[config.mk]
export PLATFORM = sky130hd
export DESIGN_NAME = tinker_fetch_unit
export DESIGN_NICKNAME = d
export VERILOG_FILES = /design/src/rtl/tinker_fetch_pkg.sv /design/src/rtl/tinker_fetch_fifo.sv /design/src/rtl/tinker_fetch_unit.sv
export SDC_FILE = /design/constraint.sdc
export NUM_CORES = 1
export LEC_CHECK = 0
export ABC_AREA = 1
export BUFFER_PORTS_ARGS = -buffer_cell sky130_fd_sc_hd__buf_2
export CORE_MARGIN = 2
export CORE_UTILIZATION = 64
export DETAILED_ROUTE_END_ITERATION = 12
export GPL_TIMING_DRIVEN = 0
export PLACE_DENSITY = 0.86
export SETUP_SLACK_MARGIN = 0.05
export SYNTH_ARGS = -nofsm -noshare
export SYNTH_HDL_FRONTEND = slang
export SYNTH_SLANG_ARGS = --single-unit
[constraint.sdc]
create_clock -name clk -period 17.1 [get_ports clk]
set_clock_uncertainty 0.05 [all_clocks]
set_input_delay 3.42 -clock clk [delete_from_list [all_inputs] [get_ports clk]]
set_output_delay 3.42 -clock clk [all_outputs]
set_load 0.03 [all_outputs]
[src/rtl/tinker_fetch_pkg.sv]
// Shared types and constants for the Tinker instruction-fetch stage.
//   fetch_state_e : FETCH (issuing requests) / FLUSH (draining stale responses)
//   fetch_entry_t : one buffered instruction word together with its PC
package tinker_fetch_pkg;

  localparam int          INST_W          = 32;
  localparam int          ADDR_W          = 64;
  localparam logic [63:0] TINKER_RESET_PC = 64'h2000;

  typedef enum logic {
    FETCH = 1'b0,
    FLUSH = 1'b1
  } fetch_state_e;

  typedef struct packed {
    logic [ADDR_W-1:0] pc;
    logic [INST_W-1:0] word;
  } fetch_entry_t;

endpackage

[src/rtl/tinker_fetch_fifo.sv]
// First-word-fall-through FIFO of fetch entries.
// Ports:
//   clk, reset : clock, asynchronous active-high reset
//   push       : write push_data this cycle (caller guarantees not full)
//   push_data  : entry to write
//   pop        : retire the head entry this cycle (caller guarantees not empty)
//   flush      : empty the FIFO; overrides same-cycle push and pop
//   full/empty : occupancy flags
//   count      : number of entries held
//   head       : entry at the head; meaningful only while !empty
module tinker_fetch_fifo
  import tinker_fetch_pkg::*;
#(
  parameter int DEPTH = 4
) (
  input  logic                   clk,
  input  logic                   reset,
  input  logic                   push,
  input  fetch_entry_t           push_data,
  input  logic                   pop,
  input  logic                   flush,
  output logic                   full,
  output logic                   empty,
  output logic [$clog2(DEPTH):0] count,
  output fetch_entry_t           head
);

  localparam int PTR_W = $clog2(DEPTH);
  localparam int CNT_W = PTR_W + 1;

  fetch_entry_t     mem_q [DEPTH];
  fetch_entry_t     mem_d [DEPTH];
  logic [PTR_W-1:0] wr_ptr_q, wr_ptr_d;
  logic [PTR_W-1:0] rd_ptr_q, rd_ptr_d;
  logic [CNT_W-1:0] count_q, count_d;

  always_comb begin
    mem_d    = mem_q;
    wr_ptr_d = wr_ptr_q;
    rd_ptr_d = rd_ptr_q;
    count_d  = count_q;
    if (flush) begin
      wr_ptr_d = '0;
      rd_ptr_d = '0;
      count_d  = '0;
    end else begin
      if (push) begin
        mem_d[wr_ptr_q] = push_data;
        wr_ptr_d        = wr_ptr_q + PTR_W'(1);
      end
      if (pop) begin
        rd_ptr_d = rd_ptr_q + PTR_W'(1);
      end
      count_d = count_q + CNT_W'(push) - CNT_W'(pop);
    end
  end

  always_ff @(posedge clk or posedge reset) begin
    if (reset) begin
      wr_ptr_q <= '0;
      rd_ptr_q <= '0;
      count_q  <= '0;
    end else begin
      wr_ptr_q <= wr_ptr_d;
      rd_ptr_q <= rd_ptr_d;
      count_q  <= count_d;
    end
  end

  // Storage needs no reset: nothing reads it while the FIFO is empty.
  always_ff @(posedge clk) begin
    mem_q <= mem_d;
  end

  assign full  = (count_q == CNT_W'(DEPTH));
  assign empty = (count_q == '0);
  assign count = count_q;
  assign head  = mem_q[rd_ptr_q];

endmodule

[src/rtl/tinker_fetch_unit.sv]
// Decoupled instruction-fetch stage.
// Issues in-order word reads to instruction memory, buffers returned words with
// their PCs, and hands them to decode. A redirect flushes buffered words and
// marks every in-flight request as stale so its response is discarded.
// Ports:
//   clk, reset       : clock, asynchronous active-high reset
//   imem_req_*       : request port (valid/ready) carrying a word-aligned address
//   imem_resp_*      : in-order, unstallable response data
//   redirect_*       : one-cycle pulse with the new PC (bits [1:0] ignored)
//   inst_*           : instruction + PC to decode (valid/ready)
// Handshake rule for both valid/ready ports: a transfer happens on a rising edge
// where valid and ready are both high; once valid rises, valid and the payload
// stay unchanged until that transfer (a redirect may withdraw a fetch request).
module tinker_fetch_unit
  import tinker_fetch_pkg::*;
#(
  parameter int          DEPTH    = 4,
  parameter logic [63:0] RESET_PC = TINKER_RESET_PC
) (
  input  logic        clk,
  input  logic        reset,
  output logic        imem_req_valid,
  input  logic        imem_req_ready,
  output logic [63:0] imem_req_addr,
  input  logic        imem_resp_valid,
  input  logic [31:0] imem_resp_data,
  input  logic        redirect_valid,
  input  logic [63:0] redirect_pc,
  output logic        inst_valid,
  input  logic        inst_ready,
  output logic [31:0] inst_word,
  output logic [63:0] inst_pc
);

  localparam int             CNT_W = $clog2(DEPTH) + 1;
  localparam logic [CNT_W:0] CAP   = (CNT_W + 1)'(DEPTH);

  fetch_state_e     state_q, state_d;
  logic [63:0]      fetch_pc_q, fetch_pc_d;
  logic [63:0]      resp_pc_q, resp_pc_d;
  logic [CNT_W-1:0] outstanding_q, outstanding_d;
  logic [CNT_W-1:0] drop_cnt_q, drop_cnt_d;
  logic             req_valid_q, req_valid_d;

  logic             req_fire;
  logic [CNT_W-1:0] in_flight;
  logic [CNT_W-1:0] count_next;
  logic [63:0]      redirect_pc_aligned;
  logic             redirect_pc_unused;

  logic             fifo_push, fifo_pop, fifo_flush;
  logic             fifo_full, fifo_empty;
  logic [CNT_W-1:0] fifo_count;
  fetch_entry_t     fifo_head, push_entry;

  assign req_fire            = req_valid_q & imem_req_ready;
  assign fifo_pop            = ~fifo_empty & inst_ready;
  assign redirect_pc_aligned = {redirect_pc[63:2], 2'b00};
  assign redirect_pc_unused  = |redirect_pc[1:0];
  // Requests accepted but not yet answered after this cycle's events.
  assign in_flight           = outstanding_q + CNT_W'(req_fire) - CNT_W'(imem_resp_valid);

  always_comb begin
    state_d       = state_q;
    fetch_pc_d    = fetch_pc_q;
    resp_pc_d     = resp_pc_q;
    outstanding_d = in_flight;
    drop_cnt_d    = drop_cnt_q;
    fifo_push     = 1'b0;
    fifo_flush    = 1'b0;
    push_entry    = '{pc: resp_pc_q, word: imem_resp_data};
    count_next    = fifo_count;

    if (redirect_valid) begin
      // Everything still in flight, including a request accepted this very
      // cycle, belongs to the old stream and must be thrown away on return.
      fifo_flush = 1'b1;
      fetch_pc_d = redirect_pc_aligned;
      resp_pc_d  = redirect_pc_aligned;
      drop_cnt_d = in_flight;
      state_d    = (in_flight != '0) ? FLUSH : FETCH;
      count_next = '0;
    end else begin
      if (req_fire) begin
        fetch_pc_d = fetch_pc_q + 64'd4;
      end
      if (imem_resp_valid) begin
        if (drop_cnt_q != '0) begin
          drop_cnt_d = drop_cnt_q - CNT_W'(1);
        end else begin
          fifo_push = 1'b1;
          resp_pc_d = resp_pc_q + 64'd4;
        end
      end
      if (state_q == FLUSH && drop_cnt_d == '0) begin
        state_d = FETCH;
      end
      count_next = fifo_count + CNT_W'(fifo_push) - CNT_W'(fifo_pop);
    end

    // Credit check uses next-cycle occupancy so the request valid can be a flop.
    req_valid_d = (state_d == FETCH) &&
                  (({1'b0, outstanding_d} + {1'b0, count_next}) < CAP);
  end

  always_ff @(posedge clk or posedge reset) begin
    if (reset) begin
      state_q       <= FETCH;
      fetch_pc_q    <= RESET_PC;
      resp_pc_q     <= RESET_PC;
      outstanding_q <= '0;
      drop_cnt_q    <= '0;
      req_valid_q   <= 1'b0;
    end else begin
      state_q       <= state_d;
      fetch_pc_q    <= fetch_pc_d;
      resp_pc_q     <= resp_pc_d;
      outstanding_q <= outstanding_d;
      drop_cnt_q    <= drop_cnt_d;
      req_valid_q   <= req_valid_d;
    end
  end

  tinker_fetch_fifo #(.DEPTH(DEPTH)) u_fifo (
    .clk       (clk),
    .reset     (reset),
    .push      (fifo_push),
    .push_data (push_entry),
    .pop       (fifo_pop),
    .flush     (fifo_flush),
    .full      (fifo_full),
    .empty     (fifo_empty),
    .count     (fifo_count),
    .head      (fifo_head)
  );

  assign imem_req_valid = req_valid_q;
  assign imem_req_addr  = fetch_pc_q;
  assign inst_valid     = ~fifo_empty;
  assign inst_word      = fifo_empty ? '0 : fifo_head.word;
  assign inst_pc        = fifo_empty ? '0 : fifo_head.pc;

  resp_has_request_a: assert property (@(posedge clk) disable iff (reset)
    imem_resp_valid |-> (outstanding_q != '0));
  no_push_when_full_a: assert property (@(posedge clk) disable iff (reset)
    !(fifo_push && fifo_full && !fifo_flush));

endmodule

=== Yosys cells after proc, flatten, opt, wreduce, memory -nomap -nowiden ===
Index checks and enable logic that the tools add are counted.

* Bits in registers: 527
* Bits of input ports: 102
* Output and inout bits: 162
* Word-level logic and storage cells: 85

* $add $sub $neg: 12
* Order comparisons: 4
* Equality and inequality tests: 1
* Mux-type cells: 31
* Bitwise operators: 7
* Reductions and logical operators: 13

{| class="wikitable"
|+ Operators with widths
! kind !! number
|-
| bitwise mux 384 bit || 1
|-
| 2-to-1 mux 64 bit || 6
|-
| 2-to-1 mux 96 bit || 3
|-
| binary-select mux 96 bit (select 2 bit) || 1
|-
| demux 96 bit (select 2 bit) || 1
|-
| adder 64 x 3 -> 64 bit (second input constant) || 2
|-
| 2-to-1 mux 32 bit || 1
|-
| 2-to-1 mux 3 bit || 6
|-
| adder 3 x 1 -> 3 bit || 3
|-
| subtractor 3 x 1 -> 3 bit || 3
|-
| 2-to-1 mux 1 bit || 8
|-
| 2-to-1 mux 2 bit || 4
|-
| nonzero test 2 bit || 4
|-
| >= comparator 3 bit (second input constant) || 2
|-
| logical NOT 3 bit || 2
|-
| NOT 2 -> 3 bit || 2
|-
| nonzero test 3 bit || 2
|-
| adder 2 x 1 -> 2 bit (second input constant) || 2
|-
| adder 3 x 3 -> 4 bit || 1
|-
| less-than comparator 4 x 3 -> 1 bit (second input constant) || 1
|-
| AND reduction 2 bit || 2
|-
| logical AND 1 bit || 3
|-
| less-than comparator 3 x 1 -> 1 bit (second input constant) || 1
|-
| NOT 1 bit || 3
|-
| 3 further kinds || 4
|}

=== Longest topological paths before layout ===
Gate-level depths: netlist (run 1).

* Depth after elaboration: 10
* Depth in mapped cells: 16
* Gate-level depth less buffers: 16

=== Modules after synthesis ===
A second synthesis (run 1) with hierarchy kept.

* Cells, all modules: 2985
* Area total of the unflattened synthesis: 26241.4 um^2

{| class="wikitable"
|+ By module, submodules not included
! module !! instances !! cells each !! area an instance (um^2) !! seq. area each (um^2)
|-
| tinker_fetch_fifo || 1 || 1174 || 15559.9 || 11706.2
|-
| tinker_fetch_unit || 1 || 1811 || 10681.5 || 3305.7
|}

=== Worst setup path after synthesis (run 1) ===
OpenSTA, ideal clock, no wires.

* Path kind: input -> register
* Start: input port imem_resp_valid
* End: register u_fifo.mem_q[0] (netlist bit), enable pin
* Library setup time: 548 ps
* Arrival: 7974 ps
* Required time: 16502 ps
* Path slack: 8528 ps
* Cell stages on the path: 4
* Buffers on the path: 0
* Cell sequence: nand3_2 -> nor2_2 -> inv_1 -> nor2_1

* Word-level cells in the longest chain between the ends: 4

{| class="wikitable"
|+ RTL lines
! item !! line !! RTL
|-
| start: declaration || tinker_fetch_unit.sv:25 || <nowiki>input logic imem_resp_valid,</nowiki>
|-
| 2-to-1 mux 1 bit || tinker_fetch_unit.sv:87 || <nowiki>if (imem_resp_valid) begin</nowiki>
|-
| 2-to-1 mux 1 bit (2 in series) || tinker_fetch_unit.sv:74 || <nowiki>if (redirect_valid) begin</nowiki>
|-
| AND reduction 2 bit (no line) || -- ||
|-
| end signal: assignment || tinker_fetch_fifo.sv:72 || <nowiki>mem_q <= mem_d;</nowiki>
|-
| end: declaration || tinker_fetch_fifo.sv:31 || <nowiki>fetch_entry_t mem_q [DEPTH];</nowiki>
|}

No other way between the ends. The select of a mux whose other input is x is not followed.
A chain may end at the register's enable or synchronous reset.

=== Worst setup path after layout (run 1) ===
* Start: register u_fifo.count_q[1], in the netlist u_fifo.count[1]
* End: output port inst_pc[17]

* Word-level cells in the longest chain between the ends: 2

{| class="wikitable"
|+ RTL lines
! item !! line !! RTL
|-
| start: declaration || tinker_fetch_fifo.sv:35 || <nowiki>logic [CNT_W-1:0] count_q, count_d;</nowiki>
|-
| start signal: assignment || tinker_fetch_fifo.sv:66 || <nowiki>count_q <= count_d;</nowiki>
|-
| logical NOT 3 bit || tinker_fetch_fifo.sv:76 || <nowiki>assign empty = (count_q == '0);</nowiki>
|-
| 2-to-1 mux 64 bit || tinker_fetch_unit.sv:141 || <nowiki>assign inst_pc = fifo_empty ? '0 : fifo_head.pc;</nowiki>
|-
| end: declaration || tinker_fetch_unit.sv:32 || <nowiki>output logic [63:0] inst_pc</nowiki>
|}

No other way between the ends.

==> results of run 1 <==
cell usage after synthesis, types with 29 or more instances:
cell type / n / share of area
a21oi_1: 142 / 0.029
clkbuf_1: 60 / 0.0091
dfrtp_1: 137 / 0.14
edfxtp_1: 376 / 0.46
inv_1: 188 / 0.029
nand2_1: 500 / 0.076
nand3_1: 141 / 0.029
nand4_1: 39 / 0.0099
nor2_1: 594 / 0.090
nor3_1: 29 / 0.0059
o211ai_1: 29 / 0.0088
o21ai_0: 245 / 0.050
how the worst max path moves through the flow:
stage | from | end | slack, ns | cells after the start
floorplan | imem_resp_valid | u_fifo.mem_q[0]$_DFFE_PP_ | 8.53 | 4
global placement | imem_resp_valid | u_fifo.mem_q[80]$_DFFE_PP_ | 5.18 | 5
detailed placement | u_fifo.count[1]$_DFF_PP0_ | inst_pc[17] | 10.58 | 7
CTS | u_fifo.count[1]$_DFF_PP0_ | inst_pc[17] | 9.90 | 7
global route | u_fifo.count[1]$_DFF_PP0_ | inst_pc[16] | 9.67 | 7
finish | u_fifo.count[1]$_DFF_PP0_ | inst_pc[17] | 9.69 | 7
cells by family after synthesis:
group	count (synthesis)
XOR/XNOR	22
AND/OR/NAND/NOR	1381
flip-flops	515
AO/OA/AOI/OAI	466
other	1
adder cells (fa/ha/maj)	18
buffers and inverters	304
through the flow:
step                      instances  area [sq um]  total power, mW
after global placement         3485         26700             2.76
final                          3595         28700             4.03
after floorplan                2710         24800             2.35
after detailed placement       3498         27000             2.80
after CTS                      3591         28700             3.96
after global routing           3594         28700             4.14
final cells by class:
type	instances	area, sq um	share of cell area
inverter	191	722	0.0251
sequential	515	14800	0.514
buffer	113	473	0.0165
multi-input combinational	1891	8820	0.307
tap	518	648	0.0226
clock inverter	23	295	0.0103
antenna	4	10.0	0.000349
timing repair buffer	270	1570	0.0546
clock buffer	70	1410	0.0490
worst max-delay path: stages, from the launching register on:
cell,delay (ns)
dfrtp_1,0.40
nor2_1,0.11
inv_1,0.06
nor2_1,1.02
clkbuf_1,0.72
clkbuf_1,0.59
a21oi_1,0.17
buf_2,0.23
registers in the layout (all words and copies together), names as in the netlist:
signal           count
u_fifo.mem_q       376
imem_req_addr       62
resp_pc_q           62
drop_cnt_q           3
outstanding_q        3
u_fifo.count         3
u_fifo.rd_ptr_q      2
u_fifo.wr_ptr_q      2
imem_req_valid       1
state_q              1
placed cells by master, fill, tap and decap left out, types with 19 or more instances in the layout:
master,netlist,routed
nand4_1,39,39
nor2_2,23,23
inv_1,188,187
o21bai_1,19,19
nor2_1,594,590
a21oi_1,142,142
clkbuf_16,0,50
buf_1,24,24
nand2_1,500,500
buf_2,24,281
o211ai_1,29,29
nor3_1,29,29
edfxtp_1,376,376
nand3_1,141,141
o21ai_0,245,245
dfrtp_1,137,137
clkbuf_1,60,72
per-layer routing:
metal	routed length, microns	GRT usage
met1	30400	0.540
met2	41600	0.708
met3	11200	0.0940
met4	6570	0.269
met5	0	0
where the power goes:
group | internal, mW | switching, mW
logic | 0.319 | 0.954
registers | 1.45 | 0.135
clock network | 0.656 | 0.513
==> metrics.md, run 1 <==
| Metric | Value |
|---|---|
| Hold EP | `state_q$_DFF_PP0_` |
| CP arrival | `3.94 ns` |
| Hold Vio Cnt, Final | `0` |
| Status | `finished, final reports clean` |
| Worst Reg-to-Reg Cells | `16` |
| CP required | `13.63 ns` |
| Reg-to-Reg End | `imem_req_valid$_DFF_PP0_` |
| Post-route clock period utilization | `0.433` |
| WL final | `89800 microns` |
| DRC viols | `0` |
| Power Dens Cells | `140 nW/um^2` |
| DR vias | `23100` |
| Worst hold path depth | `1` |
| Core ar. | `38400 sq um` |
| DR pass1 iterations | `10` |
| Largest family of logic cells by synthesized area | `simple AND/OR/NAND/NOR gates` |
| Total Routing Usage GR | `0.437` |
| Synthesized area per cell | `9.14 sq um` |
| Simple-Gate Fraction of Synth Area | `0.236` |
| Global-route wire length before repair | `132000 microns` |
| Drt via density | `6.43` |
| Starting density of the core | `0.645` |
| Slew Limit Headroom | `0.0728` |
| Post-synth ARST share | `0.270` |
| CTS hold repair buffers | `0` |
| Fin Hold WS | `0.475 ns` |
| Vias in the first global route | `22400` |
| Row count | `72` |
| Final worst-path setup slack | `9.69 ns` |
| Main synth FF type | `edfxtp_1` |
| Setup Buffers After CTS | `0` |
| Number of nets with antenna violations after routing | `0` |
| Post-synth EDFFs | `376` |
| Compound-Gate Fraction of Synth Area | `0.101` |
| Clk pin slew, worst setup/hold paths | `0.06 ns` |
| # setup viols final | `0` |
| Skew-Pair Late Insertion Delay | `0.62 ns` |
| HP Start | `state_q$_DFF_PP0_` |
| P&R area growth vs syn | `16.1%` |
| Buffers on Ports | `257` |
| RR Startpoint | `u_fifo.count[1]$_DFF_PP0_` |
| Min Tclk post-route | `7.41 ns` |
| Gpl congestion | `1.02` |
| Number of synthesis warnings | `0` |
| Lkg Pwr | `11.5 nW` |
| Final HPWL DP | `60700 microns` |
| Register-to-register setup slack | `12.93 ns` |
| Crit-path max FO | `10` |
| Sequential area share after synthesis | `0.597` |
| CTS max path bufs | `3` |
| Drt wl/cell | `25.0 microns` |
| Slew Viols, Final | `0` |
| CTS tree | `yes` |
| Mux cell area share after synthesis | `0` |
| Initial antenna violation count | `3` |
| #FFs+latches synth | `515` |
| Nets | `3152` |
| Worst-margin pin slew | `1.39 ns` |
| Largest net degree at the start of global routing | `71` |
| Hold crit path type | `flop to flop` |
| Filler instances | `2544` |
| Yosys cell types | `46` |
| Post-synthesis xor/xnor area fraction | `0.00779` |
| First DRT Iteration DRCs | `3416` |
| Worst slack, placed | `10.58 ns` |
| Synth Instances | `2707` |
| GRT overflow | `0` |
| Max Fclk | `135 MHz` |
| TritonCTS sink count | `515` |
| Final core utilization | `0.748` |
| Post-Synth Adder-Cell Area | `0.0100` |
| Synth Cell Area | `24700 sq um` |
| CTS Buf Count | `50` |
| Die ar. | `40300 sq um` |
| Max cap viols | `0` |
| RSZ-0062 raised after global routing | `false` |
| Kind of end point of the critical path | `output port` |
| VDD IR-drop max | `93.2 uV` |
| # H-tree levels | `2` |
| Die W | `201 microns` |
| CP startpoint kind | `flop` |
| # IOs | `264` |
| Share of layout cells above drive strength 1 | `0.146` |
| Worst Setup Path Type | `flop to output port` |
| CTS Root Cell | `clkbuf_16` |
| Post-CTS resize count | `0` |
| Fin Setup TNS | `0 ns` |
| Die height | `201 microns` |
Power figures use the tool's default switching activity.
==> inputs of run 2 (changes only) <==
Settings changed: CORE_UTILIZATION 64 to 59, PLACE_DENSITY 0.86 to 0.8.
Clock period 17.1 ns to 7 ns, I/O delays scaled along.
==> metrics.md, run 2 (same netlist as run 1, synthesis figures left out) <==
| Metric | Value |
|---|---|
| Die height | `209 microns` |
| CTS Root Cell | `clkbuf_16` |
| Commonest non-fill, non-tap cell in the layout | `nor2_1` |
| Global-route wire length before repair | `122000 microns` |
| Post-route clock period utilization | `0.743` |
| Min Tclk post-route | `5.20 ns` |
| DR pass1 iterations | `6` |
| Nets | `3154` |
| Setup Buffers After CTS | `0` |
| Post-CTS resize count | `0` |
| Status | `finished, final reports clean` |
| Share of layout cells above drive strength 1 | `0.143` |
| CP required | `5.55 ns` |
| Clock power frac | `0.284` |
| VDD IR-drop max | `228 uV` |
| Placed inst area | `27000 sq um` |
| First DRT Iteration DRCs | `2591` |
| Reg with most FFs | `u_fifo.mem_q` |
| Buffers on Ports | `257` |
| Worst Setup Path Type | `flop to output port` |
| CTS hold repair buffers | `0` |
| Lkg Pwr | `11.4 nW` |
| Clk pin slew, worst setup/hold paths | `0.06 ns` |
| GRT overflow | `0` |
| Worst-margin pin slew | `1.20 ns` |
| Drt wl/cell | `22.7 microns` |
| WL final | `81900 microns` |
| # setup viols final | `0` |
| # IOs | `264` |
| Row count | `75` |
| Worst slack, placed | `2.45 ns` |
| Fin area | `28700 sq um` |
| Slew Viols, Final | `0` |
| Core ar. | `41700 sq um` |
| Number of nets with antenna violations after routing | `0` |
| P&R area growth vs syn | `15.9%` |
| Sw Ratio | `0.390` |
| Total Routing Usage GR | `0.373` |
| Combinational share of power | `0.314` |
| CTS tree | `yes` |
| Hold Vio Cnt, Final | `0` |
| Die ar. | `43600 sq um` |
| Initial antenna violation count | `2` |
| Ant diodes | `0` |
| RSZ-0062 raised after global routing | `false` |
| DR vias | `21500` |
| Die W | `209 microns` |
| CTS Buf Count | `52` |
| CTS max path bufs | `3` |
| Seq pwr share | `0.401` |
| TritonCTS sink count | `515` |
| DRC viols | `0` |
| Max FFs per register | `376` |
| Max Fclk | `192 MHz` |
| Drt via density | `5.95` |
| Starting density of the core | `0.594` |
| Max cap viols | `0` |
| Gpl congestion | `0.999` |
| Slew Limit Headroom | `0.199` |
| # H-tree levels | `2` |
| Switching Power | `3.75 mW` |
| Skew-Pair Late Insertion Delay | `0.61 ns` |
| Most frequent cells in the layout | `nor2_1 (590), nand2_1 (500), edfxtp_1 (376)` |
| Largest net degree at the start of global routing | `80` |
| Vias in the first global route | `20800` |
| Hold crit path type | `flop to flop` |
| Final worst-path setup slack | `1.80 ns` |
| CP arrival | `3.75 ns` |
| Power Dens Cells | `335 nW/um^2` |
| CP startpoint kind | `flop` |
| Crit-path max FO | `10` |
| Final HPWL DP | `59000 microns` |
| Pwr Total | `9.62 mW` |
| Kind of end point of the critical path | `output port` |
| Pint | `5.86 mW` |
==> run 2: cell count changes in the layout (fill, tap and decap cells not counted), sizes merged <==
cell,delta
clkbuf,-5
bufinv,-1
inv,-2
clkinv,+14
diode,-4
clkinvlp,-2
==> run 2: worst max-delay path, stage by stage (launching register included) <==
cell	delay (ns)
dfrtp_1	0.40
nor2_1	0.11
inv_1	0.06
nor2_1	0.89
clkbuf_1	0.71
clkbuf_1	0.55
a21oi_1	0.20
buf_2	0.23
==> run 2: metal layers <==
metal  global-route usage  vias to the layer above  wire length, microns
met4                0.175                        2                  4240
met3               0.0706                      234                  8350
met2                0.610                     1235                 38700
met5                    0                        -                    13
met1                0.486                    10300                 30600
li1                     -                     9772                     -
==> run 2: area by class of cell <==
| cell class | instances | area, sq um |
|---|---|---|
| Inverter | 191 | 722 |
| Clock buffer | 65 | 1370 |
| Sequential cell | 515 | 14800 |
| Clock inverter | 32 | 288 |
| Fill cell | 3200 | 13000 |
| Buffer | 113 | 473 |
| Tap cell | 539 | 674 |
| Timing Repair Buffer | 270 | 1550 |
| Multi-Input combinational cell | 1891 | 8820 |
==> run 2: power groups by stage <==
stage / logic [mW] / clock network, mW / registers (mW)
final: 3.02 / 2.73 / 3.86
after global routing: 3.24 / 2.86 / 3.88
after CTS: 2.99 / 2.73 / 3.84
after detailed placement: 2.96 / 0 / 3.90
after global placement: 2.88 / 0 / 3.90
after floorplan: 1.87 / 0 / 3.88
==> run 2: final timing paths <==
check / from / end / slack (ns) / cells past startpoint
min in group asynchronous: reset / imem_req_valid$_DFF_PP0_ / 0.84 / 2
worst max-delay path: u_fifo.count[1]$_DFF_PP0_ / inst_pc[19] / 1.80 / 7
max in group asynchronous: reset / resp_pc_q[58]$_DFFE_PP0P_ / 5.22 / 3
worst max register to register: u_fifo.count[1]$_DFF_PP0_ / imem_req_valid$_DFF_PP0_ / 2.97 / 16
worst min-delay path: state_q$_DFF_PP0_ / state_q$_DFF_PP0_ / 0.46 / 1
worst min register to register: state_q$_DFF_PP0_ / state_q$_DFF_PP0_ / 0.46 / 1
==> run 2: stage by stage <==
stage / cells / setup TNS (ns) / hold WS (ns) / utilization
detailed placement: 3519 / 0 / 0.445 / 0.648
finish: 3616 / 0 / 0.464 / 0.688
global placement: 3506 / -1197.69 / 0.439 / 0.641
CTS: 3616 / 0 / 0.458 / 0.688
floorplan: 2710 / 0 / 0.426 / -
global route: 3616 / 0 / 0.469 / 0.688
